### src/rtl/fifo_stream_reader.sv
// fifo_stream_reader: pulls words from an upstream FIFO with a fixed read
// latency and presents them as a valid/ready stream. A small skid buffer of
// READ_LATENCY+2 entries absorbs the in-flight reads, so the read strobe never
// depends combinationally on the downstream ready.

`ifndef CLOG2
`define CLOG2(x) $clog2(x)
`endif

module fifo_stream_reader #(
  parameter int WIDTH        = 8,
  parameter int READ_LATENCY = 0
) (
  input  logic                                   clock,
  input  logic                                   resetn,
  input  logic                                   fifo_empty,
  output logic                                   fifo_read_enable,
  input  logic [WIDTH-1:0]                       fifo_read_data,
  output logic                                   stream_valid,
  input  logic                                   stream_ready,
  output logic [WIDTH-1:0]                       stream_data,
  output logic [`CLOG2(READ_LATENCY+3)-1:0]      level
);

  localparam int DEPTH = READ_LATENCY + 2;
  localparam int PTR_W = `CLOG2(DEPTH);
  localparam int LVL_W = `CLOG2(READ_LATENCY + 3);
  localparam logic [LVL_W-1:0] DEPTH_L  = LVL_W'(DEPTH);
  localparam logic [PTR_W-1:0] PTR_LAST = PTR_W'(DEPTH - 1);

  if (READ_LATENCY < 0 || READ_LATENCY > 2) begin : g_bad_latency
    $error("fifo_stream_reader: READ_LATENCY must be 0, 1 or 2");
  end

  logic [WIDTH-1:0] buf_q [DEPTH];
  logic [PTR_W-1:0] head_q, head_d, tail_q, tail_d;
  logic [LVL_W-1:0] cnt_q, cnt_d;      // entries held in the buffer
  logic [LVL_W-1:0] level_q, level_d;  // buffered plus reads in flight
  logic             capture, xfer;

  function automatic logic [PTR_W-1:0] ptr_inc(input logic [PTR_W-1:0] p);
    return (p == PTR_LAST) ? '0 : p + 1'b1;
  endfunction

  // level counts every outstanding read, so it alone guarantees a free slot
  // for each capture; resetn gating keeps the strobe low throughout reset.
  assign fifo_read_enable = resetn && !fifo_empty && (level_q < DEPTH_L);
  assign stream_valid     = (cnt_q != '0);
  assign stream_data      = buf_q[head_q];
  assign xfer             = stream_valid && stream_ready;
  assign level            = level_q;

  if (READ_LATENCY == 0) begin : g_lat0
    assign capture = fifo_read_enable;
  end else begin : g_pipe
    logic [READ_LATENCY-1:0] vld_pipe_q;
    // In-flight valid shift register; the last stage marks data arriving now.
    always_ff @(posedge clock or negedge resetn) begin
      if (!resetn) begin
        vld_pipe_q <= '0;
      end else begin
        vld_pipe_q[0] <= fifo_read_enable;
        for (int i = 1; i < READ_LATENCY; i++) vld_pipe_q[i] <= vld_pipe_q[i-1];
      end
    end
    assign capture = vld_pipe_q[READ_LATENCY-1];
  end

  // Next-state for pointers and counters; capture and pop may coincide.
  always_comb begin
    tail_d  = capture ? ptr_inc(tail_q) : tail_q;
    head_d  = xfer    ? ptr_inc(head_q) : head_q;
    cnt_d   = cnt_q;
    level_d = level_q;
    unique case ({capture, xfer})
      2'b10:   cnt_d = cnt_q + 1'b1;
      2'b01:   cnt_d = cnt_q - 1'b1;
      default: cnt_d = cnt_q;
    endcase
    unique case ({fifo_read_enable, xfer})
      2'b10:   level_d = level_q + 1'b1;
      2'b01:   level_d = level_q - 1'b1;
      default: level_d = level_q;
    endcase
  end

  // Control state; reset discards buffered and in-flight words at once.
  always_ff @(posedge clock or negedge resetn) begin
    if (!resetn) begin
      head_q  <= '0;
      tail_q  <= '0;
      cnt_q   <= '0;
      level_q <= '0;
    end else begin
      head_q  <= head_d;
      tail_q  <= tail_d;
      cnt_q   <= cnt_d;
      level_q <= level_d;
    end
  end

  // Data storage needs no reset: an entry is only read once cnt_q covers it.
  always_ff @(posedge clock) begin
    if (capture) buf_q[tail_q] <= fifo_read_data;
  end

endmodule
### config.mk
export PLATFORM = sky130hd
export DESIGN_NAME = fifo_stream_reader
export DESIGN_NICKNAME = d
export VERILOG_FILES = /design/src/rtl/fifo_stream_reader.sv
export SDC_FILE = /design/constraint.sdc
export NUM_CORES = 1
export LEC_CHECK = 0
export BUFFER_PORTS_ARGS = -buffer_cell sky130_fd_sc_hd__clkbuf_2
export CAP_MARGIN = 25
export CORE_AREA = 3 3 48 50
export CTS_CLUSTER_SIZE = 14
export DETAILED_ROUTE_END_ITERATION = 8
export DIE_AREA = 0 0 51 53
export PLACE_DENSITY = 0.68
export SLEW_MARGIN = 20
export SYNTH_ARGS = -nofsm -noshare
export SYNTH_HDL_FRONTEND = slang
export SYNTH_SLANG_ARGS = --single-unit
### constraint.sdc
create_clock -name clock -period 4.45 [get_ports clock]
set_clock_uncertainty 0.1 [all_clocks]
set_input_delay 0.445 -clock clock [delete_from_list [all_inputs] [get_ports clock]]
set_output_delay 0.445 -clock clock [all_outputs]
set_load 0.01 [all_outputs]
==> summary.md, run 1 <==
| Metric | Value |
|---|---|
| Status | `finished clean` |
| Layout Nets | `90` |
| Final Slew Violations | `0` |
| Leakage | `0.0004208 uW` |
| Seq/Total Area, Yosys | `73.58%` |
| Initial antenna violation count | `0` |
| CTS tree | `done` |
| Worst Setup SP | `resetn` |
| Actual slew at the worst max-slew pin | `0.6542 ns` |
| Clock Latency Late Sink | `0.29 ns` |
| Synthesized cell area | `857.1 um2` |
| Starting DRT DRC Count | `2` |
| Vias in the first global route | `465` |
| Mean Syn Cell Area | `17.49 um2` |
| Layout Utilization | `53.41%` |
| Hold Crit Class | `input pin to flip-flop` |
| Min-delay src | `fifo_read_data[7]` |
| DIE WIDTH | `51 um` |
| Total Power | `592.6 uW` |
| Most common cell after layout, fill and taps aside | `clkbuf_2` |
| Synth unique cells | `13` |
| Die area | `2703 um2` |
| Max clock buf depth | `2` |
| Gr usage total | `11.27%` |
| Sink Count | `22` |
| DIE HEIGHT | `53 um` |
| Antenna-violating nets left | `0` |
| Max IR drop VDD | `0.0003510 V` |
| Max cap viols | `0` |
| Drt via density | `4.612` |
| YS warnings | `0` |
| Placed wire-length estimate | `977.5 um` |
| Post-Place Worst Slack | `2.562 ns` |
| Post-Place Cells | `98` |
| Largest net degree at the start of global routing | `13` |
| Final setup fails | `0` |
| PD cells | `571.4 nW/um2` |
| WS Path Type | `input pin to flip-flop` |
| Post-CTS setup buffer count | `0` |
| Share of cells above drive strength 1 | `47.37%` |
| Post-route insts no fill | `103` |
| Hold Path Stages | `1` |
| Max Fanout on Critical Path | `8` |
| # fillers | `180` |
| DRC | `0` |
| Hold Buf Count CTS | `1` |
| # diodes | `0` |
| Critical Path AT | `1.93 ns` |
| Top Ports | `24` |
| Area of the core | `1942 um2` |
| Layout Area Growth over Synthesis | `21.02%` |
| Std cell rows | `16` |
| Worst EP required | `4.29 ns` |
| Initial core utilization | `44.14%` |
| Post-CTS resize count | `0` |
| Critical Path Start Type | `input pin` |
| First-pass GRT wire length | `2.145 mm` |
| Slowest CP cell | `dlygate4sd3_1` |
| Vias | `475` |
| Worst slew margin | `56.22%` |
| WL final | `1.271 mm` |
| Most frequent cells in the layout | `23 x clkbuf_2, 16 x edfxtp_1, 8 x mux2_2` |
| Final hold viol count | `0` |
| Drt first pass iters | `2` |
| H-tree lvl count | `1` |
| R2R depth | `4` |
| Routed len/inst | `12.34 um` |
| CP Capture Type | `flip-flop` |
| Num CTS Buffers | `3` |
| Reg2reg start | `level[1]` |
| Tcrit/Tclk final | `46.98%` |
| CP max stage delay | `0.53 ns` |
| Net count after synthesis | `62` |
| Fin crit period | `2.091 ns` |
| Clock-pin slew on the worst setup and hold paths | `0.11 ns` |
| GRT Residual Overflow | `0` |
| Worst-path cell chain | `dlygate4sd3_1, clkbuf_2, and2_1, inv_1, nor2_1` |
| Final WS setup | `2.359 ns` |
| RSZ-0062 raised after global routing | `no` |
| Maximum clock rate | `0.4783 GHz` |
| Seq cells post-synth | `22` |
| Syn Inst Count | `49` |
| IO Port Bufs | `23` |
| Final RePlAce weighted congestion | `0.6764` |
| Root buf cell | `clkbuf_4` |
| Setup TNS | `0 ns` |
-- state kept, by name (all words and copies together) (netlist names) --
name / flops
cnt_q: 2
buf_q: 16
level: 2
tail_q: 1
head_q: 1
-- worst max-delay path: cells and delay by family --
kind / cells / cell delay (ns)
buffers and inverters: 3 / 0.81
AND/OR/NAND/NOR: 2 / 0.68
-- cell usage after synthesis --
cell type,count,area [um2]
edfxtp_1,16,480.5
and3_1,1,6.260
mux2_2,8,90.09
xor2_1,3,26.28
xnor2_1,5,43.79
and2_4,1,8.760
and2_1,1,6.260
inv_1,1,3.750
buf_2,1,5.000
nor2_1,4,15.01
dfrtp_1,6,150.1
ha_1,1,12.51
or2_4,1,8.760
-- where the power goes --
group	total, uW	internal [uW]	switching [uW]
registers	309	267	41.7
clock network	86.7	32.6	54.1
logic	197	110	86.7
-- cell type report --
cell class	instances	area [um2]	share of cell area [%]
flip-flops and latches	22	630.6	60.80
multi-input cells	25	217.7	20.99
repair buffers	24	125.1	12.06
well taps	27	33.78	3.257
clock buffers	3	22.52	2.171
clock inverters	1	3.754	0.3619
inverters	1	3.754	0.3619
-- stage by stage --
stage | cell area [um2] | hold slack [ns]
after floorplan | 857.1 | 0.04941
after detailed placement | 1001 | 0.1884
final | 1037 | 0.2353
after global placement | 1001 | 0.1855
after CTS | 1037 | 0.2220
after global routing | 1037 | 0.2113
-- worst paths after layout --
check | endpoint | slack (ns)
setup / recovery | buf_q[0][7] | 2.36
hold / removal | buf_q[1][7] | 0.24
setup reg to reg | buf_q[0][7] | 2.71
hold reg to reg | cnt_q[1] | 0.38
max in group asynchronous | level[1] | 3.69
min in group asynchronous | cnt_q[0] | 0.41
-- routing by layer --
layer | global-route usage, % | up-vias | wire length (um)
met2 | 18.67 | 13 | 666
met1 | 13.55 | 234 | 528
li1 | - | 228 | -
met4 | 5.381 | 0 | 0
met3 | 3.099 | 0 | 76
met5 | 0 | - | 0
-- cells by family (layout without fill, tap and decap cells) --
| group | Yosys count | count (layout) | share of synthesized area (%) |
|---|---|---|---|
| xor+xnor | 8 | 8 | 8.176 |
| simple gates | 8 | 8 | 5.256 |
| buf+inv | 2 | 29 | 1.021 |
| mux | 8 | 8 | 10.51 |
| flops | 22 | 22 | 73.58 |
| fa+ha+maj | 1 | 1 | 1.460 |
No activity file was read; power rests on OpenSTA's default activity.
==> run 2, diff against run 1 <==
--- a/config.mk
+++ b/config.mk
@@ -5,13 +5,14 @@
 export SDC_FILE = /design/constraint.sdc
 export NUM_CORES = 1
 export LEC_CHECK = 0
+export ABC_AREA = 1
 export BUFFER_PORTS_ARGS = -buffer_cell sky130_fd_sc_hd__clkbuf_2
 export CAP_MARGIN = 25
-export CORE_AREA = 3 3 48 50
+export CORE_AREA = 3 3 49 51
 export CTS_CLUSTER_SIZE = 14
 export DETAILED_ROUTE_END_ITERATION = 8
-export DIE_AREA = 0 0 51 53
-export PLACE_DENSITY = 0.68
+export DIE_AREA = 0 0 52 54
+export PLACE_DENSITY = 0.71
 export SLEW_MARGIN = 20
 export SYNTH_ARGS = -nofsm -noshare
 export SYNTH_HDL_FRONTEND = slang
==> constraint.sdc (replaced) <==
create_clock -name clock -period 1.9 [get_ports clock]
set_clock_uncertainty 0.1 [all_clocks]
set_input_delay 0.19 -clock clock [delete_from_list [all_inputs] [get_ports clock]]
set_output_delay 0.19 -clock clock [all_outputs]
set_load 0.01 [all_outputs]
==> run 2 against run 1 <==
- area after synthesis increased by 5.5%
- worst setup slack got worse by 2.1 ns
- design area increased by 13%
- core utilization increased by 5.7 points
- sequential power increased by 130%
- register-to-register slack got worse by 2.5 ns
- non-clock buffer count increased by 9
- flip-flop and latch count unchanged
- wire length increased by 28%
- critical path type unchanged
- largest power group unchanged
- highest routed layer is now met4
==> summary.md, run 2 <==
| Metric | Value |
|---|---|
| Net count after synthesis | `97` |
| Clock-pin slew on the worst setup and hold paths | `0.11 ns` |
| H-tree lvl count | `1` |
| Final RePlAce weighted congestion | `0.7385` |
| Critical Path AT | `1.74 ns` |
| Starting DRT DRC Count | `1` |
| Syn Inst Count | `84` |
| Internal cell power | `933.0 uW` |
| Tcrit/Tclk final | `86.84%` |
| Worst-path cell chain | `dlygate4sd3_1, clkbuf_2, nand2_2, ha_1, inv_1, nand3_1, nand2_1, nand2_1` |
| Drt first pass iters | `2` |
| Post-CTS setup buffer count | `0` |
| Final hold viol count | `0` |
| Die area | `2808 um2` |
| Multiplexer area fraction after synthesis | `0%` |
| # diodes | `0` |
| Std cell rows | `16` |
| Max IR drop VDD | `0.0007311 V` |
| Synth unique cells | `14` |
| Sequential Power Share | `48.1%` |
| Most common cell after layout, fill and taps aside | `nand2_1` |
| Status | `finished clean` |
| CP Capture Type | `flip-flop` |
| Top Ports | `24` |
| First-pass GRT wire length | `2.656 mm` |
| Post-CTS resize count | `0` |
| Synthesized cell area | `904.6 um2` |
| Layout Nets | `134` |
| Max Fanout on Critical Path | `7` |
| Routed len/inst | `11.10 um` |
| Global route hottest layer | `met2` |
| Met1 Use GR | `14.87%` |
| Final setup fails | `0` |
| Adder-cell share of the synthesized area | `1.383%` |
| YS warnings | `0` |
| Hold Crit Class | `input pin to flip-flop` |
| Max clock buf depth | `2` |
| RSZ-0062 raised after global routing | `no` |
| Num CTS Buffers | `3` |
| Post-route insts no fill | `147` |
| Drt via density | `4.456` |
| Initial core utilization | `45.64%` |
| Post-Synth XOR/XNOR Area | `1.936%` |
| Antenna-violating nets left | `0` |
| DIE WIDTH | `52 um` |
| Prevailing post-synth register cell | `edfxtp_1` |
| Gr usage total | `13.21%` |
| Most frequent cells in the layout | `38 x nand2_1, 23 x clkbuf_2, 16 x edfxtp_1` |
| IO Port Bufs | `23` |
| Mean Syn Cell Area | `10.77 um2` |
| Top cells by area, synth | `edfxtp_1 53%, dfrtp_1 17%, nand2_1 16%` |
| DRC | `0` |
| Clock power frac | `13.8%` |
| Largest net degree at the start of global routing | `13` |
| Most used cell, CP | `nand2_1` |
| Fin crit period | `1.650 ns` |
| Share of cells above drive strength 1 | `26.67%` |
| Most common cell in the netlist | `nand2_1` |
| DIE HEIGHT | `54 um` |
| Comb power frac | `38.1%` |
| Worst slew margin | `77.65%` |
| Placed wire-length estimate | `1.214 mm` |
| GRT met3 Usage | `2.493%` |
| GRT Residual Overflow | `0` |
| Post-Place Cells | `134` |
| Setup TNS | `0 ns` |
| Leakage | `0.0005665 uW` |
| Initial antenna violation count | `0` |
| Clock Latency Late Sink | `0.29 ns` |
| Max reg flops | `16` |
| CTS tree | `done` |
| Slowest CP cell | `dlygate4sd3_1` |
| WS Path Type | `input pin to flip-flop` |
| Number of buffers and inverters on the critical path | `3` |
| Seq cells post-synth | `22` |
| Actual slew at the worst max-slew pin | `0.3352 ns` |
| Worst EP required | `1.99 ns` |
| Switch share | `37.64%` |
| Ys async rst share | `27.27%` |
| Vias in the first global route | `645` |
| Post-synth top area cell | `edfxtp_1` |
| CP max stage delay | `0.52 ns` |
| Vias | `655` |
| Met2 GRT Util | `23.85%` |
| Layout Area Growth over Synthesis | `29.60%` |
| EDFF count, synth | `16` |
| Post-Synth Simple-Gate Area | `21.85%` |
| Largest family of logic cells by synthesized area | `simple AND/OR/NAND/NOR gates` |
| Maximum clock rate | `0.6061 GHz` |
| WL final | `1.631 mm` |
| # fillers | `182` |
| Root buf cell | `clkbuf_4` |
| Critical Path Start Type | `input pin` |
| Area of the core | `1982 um2` |
| Most flops, register | `buf_q` |
| Sink Count | `22` |
| Complex-gate fraction of the synthesized area | `0%` |
| Max cap viols | `0` |
| Switching pwr | `563.1 uW` |
| PD cells | `1276 nW/um2` |
| Seq/Total Area, Yosys | `69.71%` |
| Yosys top cell area share | `53.11%` |
| Commonest cells post-synth | `38 x nand2_1, 16 x edfxtp_1, 9 x inv_1` |
| Delay-heaviest family, CP | `buffers and inverters` |
| Final Slew Violations | `0` |
==> run 2: layer usage <==
metal	vias up	routed length, um
li1	337	-
met5	-	0
met4	0	18
met3	2	68
met2	12	873
met1	304	672
==> run 2: what timing repair did <==
item | 4_1_cts | 5_1_grt
setup endpoints to repair | 0 | 0
hold endpoints to repair | 22 | 0
hold buffers | 9 | 0
==> run 2: kinds of logic (layout without fill, tap and decap cells) <==
| logic type | Yosys count | count (layout) |
|---|---|---|
| simple gates | 47 | 47 |
| buf+inv | 12 | 48 |
| xor+xnor | 2 | 2 |
| flops | 22 | 22 |
| fa+ha+maj | 1 | 1 |
==> run 2: worst register-to-register path: stages, from the launching register on <==
cell     delay, ns
dfrtp_1       0.44
inv_1         0.09
nand2_1       0.09
nand2_1       0.09
inv_1         0.05
ha_1          0.34
inv_1         0.14
nand3_1       0.10
nand2_1       0.06
nand2_1       0.05
==> run 2: path summary, 6_finish.rpt <==
path | endpoint | cells after the start | slack, ns | from
setup / recovery | level[1] | 8 | 0.25 | resetn
hold / removal | head_q | 3 | 0.05 | stream_ready
setup reg to reg | level[1] | 9 | 0.26 | cnt_q[0]
hold reg to reg | cnt_q[1] | 2 | 0.39 | cnt_q[1]
max in group asynchronous | head_q | 2 | 1.38 | resetn
min in group asynchronous | level[1] | 2 | 0.15 | resetn
==> run 2: power groups by stage <==
stage                     Sequential (uW)  Combinational, uW  Clock, uW
after floorplan                       698                382          0
after global placement                725                534          0
after detailed placement              731                564          0
after CTS                             720                581        217
after global routing                  735                651        245
final                                 720                570        207
==> run 2: final cells by class <==
| type | count | area [um2] | share of cell area, % |
|---|---|---|---|
| Sequential cell | 22 | 630.6 | 53.79 |
| Multi-Input combinational cell | 50 | 227.7 | 19.42 |
| Clock buffer | 4 | 26.28 | 2.241 |
| Timing Repair Buffer | 33 | 212.7 | 18.14 |
| Tap cell | 27 | 33.78 | 2.882 |
| Inverter | 11 | 41.29 | 3.522 |
==> run 2: stage by stage <==
stage	area, um2	utilization, %	hold slack [ns]	total power, uW	setup slack [ns]
after global placement	1056	53.28	-0.06012	1259	0.4090
after global routing	1172	59.15	0.03577	1631	0.1118
final	1172	59.15	0.04674	1496	0.2500
after CTS	1172	59.15	0.03208	1518	0.2309
after floorplan	904.6	-	-0.2056	1080	0.3939
after detailed placement	1056	53.28	-0.06218	1294	0.2853
